--- src/rtl/imm_decode_pipe_if.sv ---
// imm_decode_pipe_if: instruction-in / immediate-out valid-ready bundle for imm_decode_pipe
interface imm_decode_pipe_if #(
  parameter int XLEN = 32
);
  logic            in_valid_i;
  logic            in_ready_o;
  logic [31:0]     in_instr_i;
  logic [XLEN-1:0] in_pc_i;
  logic            out_valid_o;
  logic            out_ready_i;
  logic [XLEN-1:0] out_imm_o;
  logic [2:0]      out_fmt_o;
  logic            out_illegal_o;
  logic [31:0]     out_instr_o;
  logic [XLEN-1:0] out_pc_o;
  modport master (
    output in_valid_i, in_instr_i, in_pc_i, out_ready_i,
    input  in_ready_o, out_valid_o, out_imm_o, out_fmt_o, out_illegal_o, out_instr_o, out_pc_o
  );
  modport slave (
    input  in_valid_i, in_instr_i, in_pc_i, out_ready_i,
    output in_ready_o, out_valid_o, out_imm_o, out_fmt_o, out_illegal_o, out_instr_o, out_pc_o
  );
endinterface

--- src/rtl/imm_decode_pipe.sv ---
// imm_decode_pipe: RV32I/RV64I immediate decoder with a 2-entry skid buffer or single output stage
module imm_decode_pipe #(
  parameter int XLEN     = 32,
  parameter bit BUFFERED = 1
) (
  input logic clk_i,
  input logic rst_i,
  input logic flush_i,
  imm_decode_pipe_if.slave io
);
  localparam logic [2:0] FMT_NONE = 3'd0, FMT_I = 3'd1, FMT_S = 3'd2, FMT_B = 3'd3, FMT_U = 3'd4, FMT_J = 3'd5;
  typedef struct packed {
    logic [XLEN-1:0] imm;
    logic [2:0]      fmt;
    logic            illegal;
    logic [31:0]     instr;
    logic [XLEN-1:0] pc;
  } entry_t;
  entry_t mem_q [2];
  entry_t mem_d [2];
  entry_t dec;
  logic [1:0] count_q, count_d;
  logic head_q, head_d, wr_idx, push, pop;
  logic [31:0] ins;
  logic signed [31:0] imm32;
  assign ins = io.in_instr_i;
  // decode to a sign-extended 32-bit value first; the signed cast widens it for RV64
  always_comb begin
    imm32 = '0;
    dec = '0;
    dec.instr = ins;
    dec.pc = io.in_pc_i;
    case (ins[6:0])
      7'b0010011, 7'b0000011, 7'b1100111, 7'b0001111, 7'b1110011: begin
        dec.fmt = FMT_I;
        imm32 = {{20{ins[31]}}, ins[31:20]};
      end
      7'b0011011: begin
        dec.fmt = XLEN == 64 ? FMT_I : FMT_NONE;
        dec.illegal = XLEN != 64;
        imm32 = XLEN == 64 ? {{20{ins[31]}}, ins[31:20]} : '0;
      end
      7'b0100011: begin
        dec.fmt = FMT_S;
        imm32 = {{20{ins[31]}}, ins[31:25], ins[11:7]};
      end
      7'b1100011: begin
        dec.fmt = FMT_B;
        imm32 = {{20{ins[31]}}, ins[7], ins[30:25], ins[11:8], 1'b0};
      end
      7'b0110111, 7'b0010111: begin
        dec.fmt = FMT_U;
        imm32 = {ins[31:12], 12'b0};
      end
      7'b1101111: begin
        dec.fmt = FMT_J;
        imm32 = {{12{ins[31]}}, ins[19:12], ins[20], ins[30:21], 1'b0};
      end
      7'b0110011: dec.illegal = 1'b0;
      7'b0111011: dec.illegal = XLEN != 64;
      default:    dec.illegal = 1'b1;
    endcase
    dec.imm = XLEN'(imm32);
  end
  // unbuffered mode keeps head and write slot pinned at entry 0
  always_comb begin
    push = io.in_valid_i && io.in_ready_o && !flush_i;
    pop = io.out_valid_o && io.out_ready_i && !flush_i;
    wr_idx = BUFFERED ? head_q ^ count_q[0] : 1'b0;
    mem_d = mem_q;
    if (push) mem_d[wr_idx] = dec;
    head_d = BUFFERED && pop ? !head_q : head_q;
    count_d = flush_i ? 2'd0 : count_q + 2'(push) - 2'(pop);
  end
  always_ff @(posedge clk_i or posedge rst_i) begin
    if (rst_i) begin
      mem_q <= '{default: '0};
      count_q <= '0;
      head_q <= 1'b0;
    end else begin
      mem_q <= mem_d;
      count_q <= count_d;
      head_q <= head_d;
    end
  end
  assign io.in_ready_o = !rst_i && (BUFFERED ? !count_q[1] : (count_q == 2'd0 || io.out_ready_i));
  assign io.out_valid_o = count_q != 2'd0;
  assign io.out_imm_o = mem_q[head_q].imm;
  assign io.out_fmt_o = mem_q[head_q].fmt;
  assign io.out_illegal_o = mem_q[head_q].illegal;
  assign io.out_instr_o = mem_q[head_q].instr;
  assign io.out_pc_o = mem_q[head_q].pc;
endmodule
--- src/flat_wrapper.sv ---
// flat-port wrapper written by rule: the top's interface ports become plain ports
module imm_decode_pipe_flat 
#(
  parameter int XLEN     = 32,
  parameter bit BUFFERED = 1
)
  (clk_i, rst_i, flush_i, io_in_valid_i, io_in_instr_i, io_in_pc_i, io_out_ready_i, io_in_ready_o, io_out_valid_o, io_out_imm_o, io_out_fmt_o, io_out_illegal_o, io_out_instr_o, io_out_pc_o);
  imm_decode_pipe_if #(.XLEN(XLEN)) io_i ();
  input logic clk_i;
  input logic rst_i;
  input logic flush_i;
  input wire logic [$bits(io_i.in_valid_i)-1:0] io_in_valid_i;
  input wire logic [$bits(io_i.in_instr_i)-1:0] io_in_instr_i;
  input wire logic [$bits(io_i.in_pc_i)-1:0] io_in_pc_i;
  input wire logic [$bits(io_i.out_ready_i)-1:0] io_out_ready_i;
  output wire logic [$bits(io_i.in_ready_o)-1:0] io_in_ready_o;
  output wire logic [$bits(io_i.out_valid_o)-1:0] io_out_valid_o;
  output wire logic [$bits(io_i.out_imm_o)-1:0] io_out_imm_o;
  output wire logic [$bits(io_i.out_fmt_o)-1:0] io_out_fmt_o;
  output wire logic [$bits(io_i.out_illegal_o)-1:0] io_out_illegal_o;
  output wire logic [$bits(io_i.out_instr_o)-1:0] io_out_instr_o;
  output wire logic [$bits(io_i.out_pc_o)-1:0] io_out_pc_o;
  assign io_i.in_valid_i = io_in_valid_i;
  assign io_i.in_instr_i = io_in_instr_i;
  assign io_i.in_pc_i = io_in_pc_i;
  assign io_i.out_ready_i = io_out_ready_i;
  assign io_in_ready_o = io_i.in_ready_o;
  assign io_out_valid_o = io_i.out_valid_o;
  assign io_out_imm_o = io_i.out_imm_o;
  assign io_out_fmt_o = io_i.out_fmt_o;
  assign io_out_illegal_o = io_i.out_illegal_o;
  assign io_out_instr_o = io_i.out_instr_o;
  assign io_out_pc_o = io_i.out_pc_o;
  imm_decode_pipe #(.XLEN(XLEN), .BUFFERED(BUFFERED)) u_core (.clk_i(clk_i), .rst_i(rst_i), .flush_i(flush_i), .io(io_i));
endmodule
--- config.mk ---
export PLATFORM = sky130hd
export DESIGN_NAME = imm_decode_pipe_flat
export DESIGN_NICKNAME = d
export VERILOG_FILES = /design/src/rtl/imm_decode_pipe_if.sv /design/src/rtl/imm_decode_pipe.sv /design/src/flat_wrapper.sv
export SDC_FILE = /design/constraint.sdc
export NUM_CORES = 1
export LEC_CHECK = 0
export ABC_AREA = 0
export CELL_PAD_IN_SITES_DETAIL_PLACEMENT = 1
export CELL_PAD_IN_SITES_GLOBAL_PLACEMENT = 1
export CORE_MARGIN = 5
export CORE_UTILIZATION = 36
export DETAILED_ROUTE_END_ITERATION = 7
export PLACE_DENSITY = 0.79
export SKIP_CTS_REPAIR_TIMING = 1
export SYNTH_ARGS = -nofsm -noshare
export SYNTH_HDL_FRONTEND = slang
export SYNTH_SLANG_ARGS = --single-unit
--- constraint.sdc ---
create_clock -name clk_i -period 5.8 [get_ports clk_i]
set_clock_uncertainty 0.2 [all_clocks]
set_input_delay 0.58 -clock clk_i [delete_from_list [all_inputs] [get_ports clk_i]]
set_output_delay 0.58 -clock clk_i [all_outputs]
set_load 0.1 [all_outputs]
==> impl_results.md <==
- Sequential-to-total area share from yosys stat: 0.542
- Min-Delay Path Class: flop to flop
- Initial Utilization: 0.363
- Post-synth ARST share: 1.00
- DR WL met2: 13400 microns
- Critical path class: flop to primary output
- Min Tclk post-route: between 4 and 5 ns
- I/O pin cnt: ~170
- DRC: 0
- Top Metal Used: met4
- Via count: 7460
- Clk buf depth: 3
- Final nets: about 1200
- Syn Area/Cell: roughly 9.5 sq um
- Reg clk slew, reported paths: about 0.060 ns
- First-pass GRT wire length: 44100 microns
- Final Max Tran Viols: 0
- Area of the core: roughly 26000 sq um
- Crit. End Element: primary output
- Cell Rows: 59
- Met3 routed WL: 1150 microns
- Commonest non-fill, non-tap cell in the layout: nand2_1
- CP peak stage delay: roughly 1.2 ns
- Antenna cells: 0
- Crit path DAT: between 3 and 4 ns
- Most used flip-flop cell after synthesis: dfrtp_1
- H-tree Lvls: 1
- Count of cell types in the netlist: between 40 and 50
- Clk Latency, worst-skew pair: around 0.50 ns
- Status: complete, no violations
- DP HPWL: 18000 microns
- Num Clock Sinks: 203
- Post-Route WL: 27400 microns
- CP startpoint kind: flop
- Die height: ~170 microns
- Vias/cell: about 5
- Layout cell share with drive strength beyond 1: 0.162
- Largest net degree at the start of global routing: 121
- CTS Buf Count: 23
- Synth Instances: approximately 990
- TritonCTS clock tree: done
- Wirelength per Cell: around 18 microns
- Vias in the first global route: 8049
- GRT Total Usage: 0.186
- First DRT Iteration DRCs: around 450
- Most frequent cells in the layout: nand2_1 (419), dfrtp_1 (202), clkdlybuf4s50_1 (170)
- IO Port Bufs: 170
- DR pass1 iterations: 4
- WL met1: approximately 12000 microns
- Die W: about 170 microns
- Worst slew margin: 0.257
- Post-synth EDFFs: 0
- #FFs+latches synth: 203
- Max-Cap Viols: 0
- Worst path cell trace: buf_4 -> mux2_2 -> clkdlybuf4s50_1
- CTS Root Cell: clkbuf_16
- FMAX: 235 MHz
- Area added between synthesis and finish: 30.3%
- RSZ-0062 raised after global routing: false
- CP max-delay cell: clkdlybuf4s50_1
- Data required, critical path: 5.02 ns
- Initial antenna violation count: 0
- RD Place Congestion: slightly above 0.8
- Die Footprint: between 20000 and 30000 sq um
- Mapped Nets: 1060
- Final setup vio count: 0
- Synth warn: 0
- Setup TNS: 0 ns
- Crit share post-route: 0.733
- Crit path max fanout: 69
- Worst-margin pin slew: ~1.1 ns
- Mapped Area: ~9400 sq um
- GRT overflow: 0
- Final Hold Viols: 0
- Post-route antenna net violation count: 0
-- metal layers --
layer | vias up | global-route usage
met4 | 0 | 0.0389
met1 | 3740 | 0.254
li1 | 3540 | -
met5 | - | 0
met3 | 27 | 0.0290
met2 | 153 | 0.315
-- sequential cells by signal, summed over array words and instances, names as in the netlist --
register / cells
u_core.head_q: 1
u_core.mem_q: 200
u_core.count_q: 2
-- worst max-delay path, delay by kind of cell (launching register included) --
kind / cells / cell delay (ns)
buf+inv: 2 / 1.60
flops: 1 / 1.09
mux: 1 / 0.22
-- final timing paths --
| kind | endpoint | cells after the start | start | slack (ns) |
|---|---|---|---|---|
| hold reg to reg | u_core.mem_q[15]$_DFFE_PP0P_ | 2 | u_core.mem_q[15]$_DFFE_PP0P_ | 0.27 |
| setup / recovery | io_out_instr_o[1] | 3 | u_core.head_q$_DFFE_PP0P_ | 1.55 |
| max in group asynchronous | u_core.mem_q[143]$_DFFE_PP0P_ | 3 | rst_i | 3.79 |
| min in group asynchronous | u_core.head_q$_DFFE_PP0P_ | 2 | rst_i | 0.46 |
| setup reg to reg | u_core.mem_q[92]$_DFFE_PP0P_ | 4 | u_core.head_q$_DFFE_PP0P_ | 2.43 |
| hold / removal | u_core.mem_q[15]$_DFFE_PP0P_ | 2 | u_core.mem_q[15]$_DFFE_PP0P_ | 0.27 |
-- through the flow --
stage               setup WS (ns)  hold slack, ns  cell area, sq um  cells   util
floorplan                    2.39           0.240              9370    989      -
global placement             2.10           0.252             11400   1446  0.440
detailed placement           2.04           0.257             11400   1446  0.440
CTS                          1.48           0.273             12200   1486  0.473
global route                 1.39           0.295             12200   1486  0.473
finish                       1.55           0.270             12200   1486  0.473
-- cell families (layout without fill, tap and decap cells) --
| group | count (synthesis) | count (layout) | synth area share |
|---|---|---|---|
| AOI/OAI and AO/OA | 115 | 115 | 0.0853 |
| muxes | 104 | 104 | 0.125 |
| DFF | 203 | 203 | 0.542 |
| buffers and inverters | 74 | 236 | 0.0332 |
| adders and majority gates | 2 | 2 | 0.00267 |
| and+or+nand+nor | 486 | 486 | 0.207 |
| xor gates and xnor gates | 5 | 5 | 0.00467 |
-- final cells by class --
type / instances / area (sq um)
fillers: 2868 / 13600
flip-flops and latches: 203 / 5080
multi-input cells: 712 / 4010
repair buffers: 183 / 1810
clock buffers: 29 / 648
well taps: 335 / 419
clock inverters: 11 / 186
inverters: 13 / 52.6
-- synth_stat cells, types with 2 or more instances --
master    instances  share of area
nand3_1           9         0.0048
buf_2            12         0.0064
nor3_1            3         0.0016
inv_1            10         0.0040
or2_2             3         0.0020
nor2b_1           3         0.0020
nor2_1           27          0.011
o31ai_1          15          0.012
nand2_1         421           0.17
clkbuf_1         30          0.012
xor2_1            3         0.0028
a21oi_2           9         0.0084
buf_4             3         0.0024
a211oi_2          3         0.0040
a311oi_1          4         0.0037
buf_1            15         0.0060
nand3b_1          3         0.0024
ha_1              2         0.0027
xnor2_1           2         0.0019
a22o_1           23          0.021
dfrtp_1         203           0.54
nor3_2            2         0.0021
nand2b_1          4         0.0027
and3b_1           2         0.0019
a211oi_1          2         0.0016
a21oi_1          20          0.011
inv_2             3         0.0012
o21ai_1          32          0.017
mux2_2          103           0.12
Power is not shown: default switching activity piles up to over one toggle a cycle in this logic, so the estimate is an artifact.
